**config.mk**
```make
export PLATFORM = sky130hd
export DESIGN_NAME = ucsbece154b_burst_pusher
export DESIGN_NICKNAME = d
export VERILOG_FILES = /design/src/rtl/ucsbece154b_burst_pusher.sv
export SDC_FILE = /design/constraint.sdc
export NUM_CORES = 1
export LEC_CHECK = 0
export CAP_MARGIN = 20
export CORE_UTILIZATION = 42
export DETAILED_ROUTE_END_ITERATION = 10
export PLACE_DENSITY = 0.9
export RECOVER_POWER = 25
export SLEW_MARGIN = 20
export SYNTH_ARGS = -nofsm -noshare
export SYNTH_HDL_FRONTEND = slang
export SYNTH_SLANG_ARGS = --single-unit
```
**constraint.sdc**
```tcl
create_clock -name clk_i -period 1.9 [get_ports clk_i]
set_input_delay 0.38 -clock clk_i [delete_from_list [all_inputs] [get_ports clk_i]]
set_output_delay 0.38 -clock clk_i [all_outputs]
set_load 0.03 [all_outputs]
```
**src/rtl/ucsbece154b_burst_pusher.sv**
```systemverilog
// Burst pusher: fetches BURST_LEN words critical-word-first (wrap-around
// within the aligned block) one at a time from a single-word memory port and
// pushes each word into a downstream FIFO.
module ucsbece154b_burst_pusher #(
   parameter int DATA_WIDTH = 32,
   parameter int ADDR_WIDTH = 32,
   parameter int BURST_LEN  = 4
) (
   input  logic                  clk_i,
   input  logic                  rst_ni,
   input  logic                  req_valid_i,
   output logic                  req_ready_o,
   input  logic [ADDR_WIDTH-1:0] req_addr_i,
   output logic                  mem_req_o,
   output logic [ADDR_WIDTH-1:0] mem_addr_o,
   input  logic                  mem_gnt_i,
   input  logic                  mem_rvalid_i,
   input  logic [DATA_WIDTH-1:0] mem_rdata_i,
   output logic                  push_o,
   output logic [DATA_WIDTH-1:0] data_o,
   input  logic                  full_i,
   output logic                  busy_o,
   output logic                  done_o
);

   localparam int OFF_W  = $clog2(DATA_WIDTH / 8);
   localparam int BEAT_W = $clog2(BURST_LEN);
   localparam logic [ADDR_WIDTH-1:0] OFF_MASK  = ADDR_WIDTH'((64'd1 << OFF_W) - 64'd1);
   localparam logic [BEAT_W-1:0]     LAST_BEAT = BEAT_W'(BURST_LEN - 1);

   typedef enum logic [1:0] {
      IDLE = 2'd0,
      REQ  = 2'd1,
      WAIT = 2'd2,
      PUSH = 2'd3
   } state_e;

   state_e                  state_q, state_d;
   logic [BEAT_W-1:0]       beat_q, beat_d;
   logic [ADDR_WIDTH-1:0]   base_q, base_d;
   logic [DATA_WIDTH-1:0]   data_q, data_d;

   // State and datapath registers; reset abandons any burst in flight.
   always_ff @(posedge clk_i or negedge rst_ni) begin
      if (!rst_ni) begin
         state_q <= IDLE;
         beat_q  <= '0;
         base_q  <= '0;
         data_q  <= '0;
      end else begin
         state_q <= state_d;
         beat_q  <= beat_d;
         base_q  <= base_d;
         data_q  <= data_d;
      end
   end

   // Read address: only the word-index field inside the burst block advances,
   // so the sequence wraps around the aligned block starting at the critical word.
   always_comb begin
      mem_addr_o = base_q;
      mem_addr_o[OFF_W +: BEAT_W] = base_q[OFF_W +: BEAT_W] + beat_q;
   end

   // Next-state and handshake outputs.
   always_comb begin
      state_d     = state_q;
      beat_d      = beat_q;
      base_d      = base_q;
      data_d      = data_q;
      req_ready_o = 1'b0;
      mem_req_o   = 1'b0;
      push_o      = 1'b0;
      done_o      = 1'b0;
      case (state_q)
         IDLE: begin
            req_ready_o = 1'b1;
            if (req_valid_i) begin
               base_d  = req_addr_i & ~OFF_MASK;
               beat_d  = '0;
               state_d = REQ;
            end
         end
         REQ: begin
            // Holding off while full guarantees a free slot by the time we push.
            mem_req_o = !full_i;
            if (!full_i && mem_gnt_i) begin
               state_d = WAIT;
            end
         end
         WAIT: begin
            if (mem_rvalid_i) begin
               data_d  = mem_rdata_i;
               state_d = PUSH;
            end
         end
         PUSH: begin
            push_o = 1'b1;
            if (beat_q == LAST_BEAT) begin
               done_o  = 1'b1;
               state_d = IDLE;
            end else begin
               beat_d  = beat_q + BEAT_W'(1);
               state_d = REQ;
            end
         end
         default: state_d = IDLE;
      endcase
   end

   assign busy_o = (state_q != IDLE);
   assign data_o = data_q;

endmodule

```
## Word level (Yosys, flattened, before mapping)

Cells that the tools add are included.

- Flip-flop bits (word level): 66
- Input port bits: 70
- Output and inout port bits: 69
- Word-level logic and storage cells: 36

- Add/subtract/negate cells: 2
- Equality and inequality tests: 8
- Muxes and demuxes: 13
- Reductions and logical operators: 9

Operators by type and width:

| kind | number |
|---|---|
| $mux W2 | 5 |
| $ne A2 B2 Y1 const B | 4 |
| $pmux W2 S4 | 1 |
| $eq A2 B2 Y1 const B | 3 |
| $mux W1 | 6 |
| $reduce_and A3 Y1 | 2 |
| $pmux W2 S2 | 1 |
| $reduce_and A2 Y1 | 2 |
| $reduce_bool A2 Y1 | 2 |
| $add A2 B1 Y2 const B | 1 |
| $add A2 B2 Y2 | 1 |
| $eq A2 B1 Y1 const B | 1 |
| $logic_not A2 Y1 | 1 |
| $logic_and A1 B1 Y1 | 1 |
| $logic_not A1 Y1 | 1 |

## Longest topological paths before layout

- Depth in word-level cells: 4
- Depth in mapped cells: 5
- Mapped depth without buffers: 5

## Worst setup path after synthesis

OpenSTA, ideal clock, no wires.

- Kind: reg2reg
- Start: register state_q[0]
- End: register state_q[1]
- Setup time: 128 ps
- Arrival time: 1540 ps
- Required time: 1772 ps
- Path slack: 232 ps
- Stages on the path, launching flop included: 6
- Buffers on the path: 0
- Period minus slack after synthesis: 1668 ps
- Cells stage by stage: dfrtp_1 inv_1 ha_1 nor2b_4 a221oi_4 mux2_1

- Word-level cells in the longest chain between the ends: 3
- Elaborated cells between the ends (all ways): 9
- Classes of those cells: eq/ne (6); mux (1); reduce/logical (2)

Ends and longest elaborated chain:

| element | RTL line | text |
|---|---|---|
| start: declaration | 38 | `state_e state_q, state_d;` |
| start signal: assignment | 51 | `state_q <= state_d;` |
| $eq A2 B1 Y1, or another cell as far along | 75 | `case (state_q)` |
| $ne A2 B2 Y1 (no source line) | n/a |  |
| $reduce_and A3 Y1 (no source line) | n/a |  |

Several ways; a longest one is shown, not always the timed one.
A chain may end at the register's enable or synchronous reset.

## Final worst setup path

- Start: register beat_q[0]
- End: output mem_addr_o[2]

- Word-level cells in the longest chain between the ends: 1

Ends and longest elaborated chain:

| element | RTL line | text |
|---|---|---|
| start: declaration | 39 | `logic [BEAT_W-1:0] beat_q, beat_d;` |
| start signal: assignment | 52 | `beat_q <= beat_d;` |
| $add A2 B2 Y2 | 62 | `mem_addr_o[OFF_W +: BEAT_W] = base_q[OFF_W +: BEAT_W] + beat_q;` |
| end: declaration | 15 | `output logic [ADDR_WIDTH-1:0] mem_addr_o,` |

No other way between the ends.

==> metrics.md <==
| Metric | Value |
|---|---|
| Clock tree buffer depth | 2 |
| Post-synth top cells | dfrtp_1 (66), buf_4 (30), mux2_2 (30), mux2_4 (30), ha_1 (7) |
| Final net count | 394 |
| Clk_lat worst skew | 0.33 ns |
| Vias in the first global route | 2041 |
| DRC Markers | 0 |
| Leading area contributor after synthesis | dfrtp_1 |
| Switch Pwr | 3.39 mW |
| Setup TNS Final | 0 ns |
| Final core utilization | 65.1% |
| Static Leak | 2.03 nW |
| Cell variety after synth | 24 |
| Worst-path cell chain | ha_2 > dlygate4sd2_1 |
| Largest net degree at the start of global routing | 67 |
| Worst Tran Pin Value | 1.61 ns |
| Layout cells sized above 1 | 30.7% |
| Post-Route WL | 6160 µm |
| FMAX | 544 MHz |
| Crit share post-route | 96.7% |
| Top-area cell type share of the netlist area | 54.3% |
| Arrival @ worst endpoint | 1.46 ns |
| Reg2reg path depth | 6 |
| GRT Residual Overflow | 0 |
| Final slew viol count | 67 |
| Reg2reg end | state_q[1]$_DFFE_PN0P_ |
| First-pass GRT wire length | 9630 µm |
| Failing checks | max-capacitance violations, max-slew violations |
| WP buf/inv | 1 |
| HP Start | base_q[19]$_DFFE_PN0P_ |
| RSZ-0062 raised after global routing | false |
| FF-to-FF setup slack | 0.19 ns |
| Wire per inst | 14.7 µm |
| Compound-Gate Fraction of Synth Area | 2.30% |
| Adder-cell share of the synthesized area | 2.88% |
| #FFs+latches synth | 66 |
| Vert. Die Dim | 87.1 µm |
| CP startpoint | beat_q[0]$_DFFE_PN0P_ |
| Core area | 6910 µm² |
| Post-detail-place hpwl | 4580 µm |
| GRT Total Usage | 16.9% |
| Xor and xnor area share after synthesis | 0.576% |
| Row cnt | 30 |
| Top FF cell, synth | dfrtp_1 |
| DRT iter0 DRCs | 32 |
| Setup Crit Path Kind | reg -> out |
| Initial Util | 44.0% |
| Critical Path End | mem_addr_o[2] |
| Int Pwr | 5.23 mW |
| Clk_skew | 0.0119 ns |
| Dpl ws | 0.0877 ns |
| Switching Fraction | 39.4% |
| Number of cells on the critical path | 2 |
| Gate Count Post-Synth | 198 |
| Final Hold Vio Count | 0 |
| TritonCTS Sinks | 66 |
| Htree depth | 3 |
| IO Pins | 139 |
| Worst setup EP type | output port |
| Pwr per Cell Area | 1920 nW/µm² |
| Sequential share of the synthesized area | 54.3% |
| Cell Area, Synth | 3040 µm² |
| Number of buffers created by CTS | 9 |
| Period minus WS final | 1.84 ns |
| Top cells by area, synth | dfrtp_1 (54%), mux2_4 (15%), mux2_2 (11%) |
| Combinational fraction of design power | 56.8% |
| Slowest cell delay on critical path | 0.42 ns |
| Largest family of logic cells by synthesized area | multiplexers |
| Initial antenna violation count | 0 |
| Total power after layout | 8.62 mW |
| Crit path required time | 1.52 ns |
| Root Driver | clkbuf_8 |
| Post-synthesis simple-gate area fraction | 2.34% |
| I/O Buffers | 134 |
| HP Class | reg -> reg |
| RD Place Congestion | 0.677 |
| Delay-heaviest family, CP | flip-flops |
| Status | complete, but fails checks |
| Final WS setup | 0.0633 ns |
| DRT Pass-1 Iters | 3 |
| Avg Cell Area, Syn | 15.4 µm² |
| Cell at the slowest stage of the critical path | dfrtp_1 |
| Sequential share of power | 29.4% |
| Post-synth EDFFs | 0 |
| Max transition margin | -7.34% |
| Count leader, synth | dfrtp_1 |
| Detail Route Antenna Nets | 0 |
| Vias per cell | 4.56 |
| FFs w/ async S/R, synth | 100% |
| CTS tree | done |
| Multiplexer share of the synthesized area | 27.4% |
| Max Cap Viol | 1 |
| Startpoint types | flop |
| Via Count | 1904 |
| Yosys warns | 0 |
| Max FO, Critical Path | 5 |
| Die W | 87.1 µm |
| Final setup fails | 0 |
| Clock slew at reported path FFs | 0.07 ns |
| Worst vdd ir | 1010 µV |
| Die area | 7590 µm² |
| Clock power frac | 13.8% |
| R2r startpoint | state_q[1]$_DFFE_PN0P_ |
| Non-filler cells, final | 418 |
| Diodes inserted | 0 |
| Total placed cells including tap cells | 402 |
| Layout area overhead | 47.8% |
| Fill cells | 529 |
cell families (layout without fill, tap and decap cells):
| kind of cell | Yosys count | after routing |
|---|---|---|
| AOI/OAI and AO/OA | 7 | 7 |
| xor gates and xnor gates | 2 | 2 |
| adders and majority gates | 7 | 7 |
| buffers and inverters | 40 | 163 |
| DFF | 66 | 66 |
| muxes | 64 | 64 |
| other | 1 | 2 |
| and+or+nand+nor | 11 | 11 |
through the flow:
step | cell area, µm² | hold slack (ns)
finish | 4500 | 0.505
global placement | 4310 | 0.423
CTS | 4510 | 0.0465
global route | 4500 | 0.519
floorplan | 3050 | 0.0844
detailed placement | 4310 | 0.423
routing by layer:
| layer | routed length [µm] | track usage [%] |
|---|---|---|
| met5 | 0 | 0 |
| met4 | 114 | 7.90 |
| met3 | 317 | 3.70 |
| met2 | 3310 | 29.6 |
| met1 | 2420 | 19.7 |
power groups by stage:
stage	logic (mW)	clock network, mW	registers (mW)
4_1_cts	4.95	1.23	2.54
3_5_place_dp	4.98	0	2.55
2_1_floorplan	2.82	0	3.18
5_1_grt	5.15	1.30	2.62
3_3_place_gp	4.90	0	2.50
6_report	4.90	1.19	2.53
layout by cell type (no fill, tap or decap):
cell type | synthesis | routed
inv_6 | 0 | 1
mux2_1 | 3 | 3
o21ai_0 | 2 | 2
mux2i_1 | 1 | 1
dlygate4sd2_1 | 0 | 2
nand2_2 | 2 | 2
conb_1 | 1 | 2
and2_1 | 1 | 1
ha_1 | 7 | 6
clkbuf_8 | 0 | 10
ha_2 | 0 | 1
a22o_1 | 2 | 2
nor2b_4 | 1 | 1
clkinvlp_4 | 0 | 1
bufinv_16 | 0 | 1
clkinv_4 | 0 | 1
buf_12 | 0 | 2
nand2b_1 | 2 | 2
inv_1 | 3 | 3
nand2_1 | 2 | 2
clkdlybuf4s15_2 | 0 | 1
buf_4 | 30 | 8
clkbuf_2 | 0 | 3
xnor2_2 | 0 | 1
clkinv_2 | 0 | 2
mux2_2 | 30 | 30
a221oi_4 | 1 | 1
xnor2_1 | 2 | 1
nor2b_1 | 2 | 2
buf_2 | 0 | 1
dfrtp_1 | 66 | 66
or2_2 | 1 | 1
a221oi_1 | 1 | 1
clkdlybuf4s50_1 | 0 | 126
mux2_4 | 30 | 30
inv_2 | 1 | 1
o21bai_1 | 1 | 1
repair_timing:
item / in CTS / in global routing
pin swaps: 0 / 1
cloned: 0 / 0
endpoints found under the setup margin: 5 / 3
hold buffers: 0 / 0
resized for setup: 8 / 5
buffers inserted: 0 / 0
area by class of cell:
cell class	count	area [µm²]	share of cell area (%)
multi-input combinational	93	1100	24.4
clock buffer	10	138	3.06
tap	96	120	2.67
inverter	4	15.0	0.334
sequential	66	1650	36.7
timing repair buffer	143	1410	31.4
clock inverter	6	65.1	1.45
how the worst min path moves through the flow:
stage	to	slack, ns	cells after the start
after floorplan	base_q[10]$_DFFE_PN0P_	0.08	0
after global placement	data_o[29]$_DFFE_PN0P_	0.42	2
after detailed placement	data_o[29]$_DFFE_PN0P_	0.42	2
after CTS	data_o[24]$_DFFE_PN0P_	0.05	2
after global routing	base_q[14]$_DFFE_PN0P_	0.52	1
final	base_q[19]$_DFFE_PN0P_	0.50	1
flip-flops by register name (all words and copies together) (netlist names):
signal and flops:
base_q 30, data_o 32, state_q 2, beat_q 2
Note: power is estimated with default switching activity, not from simulation.
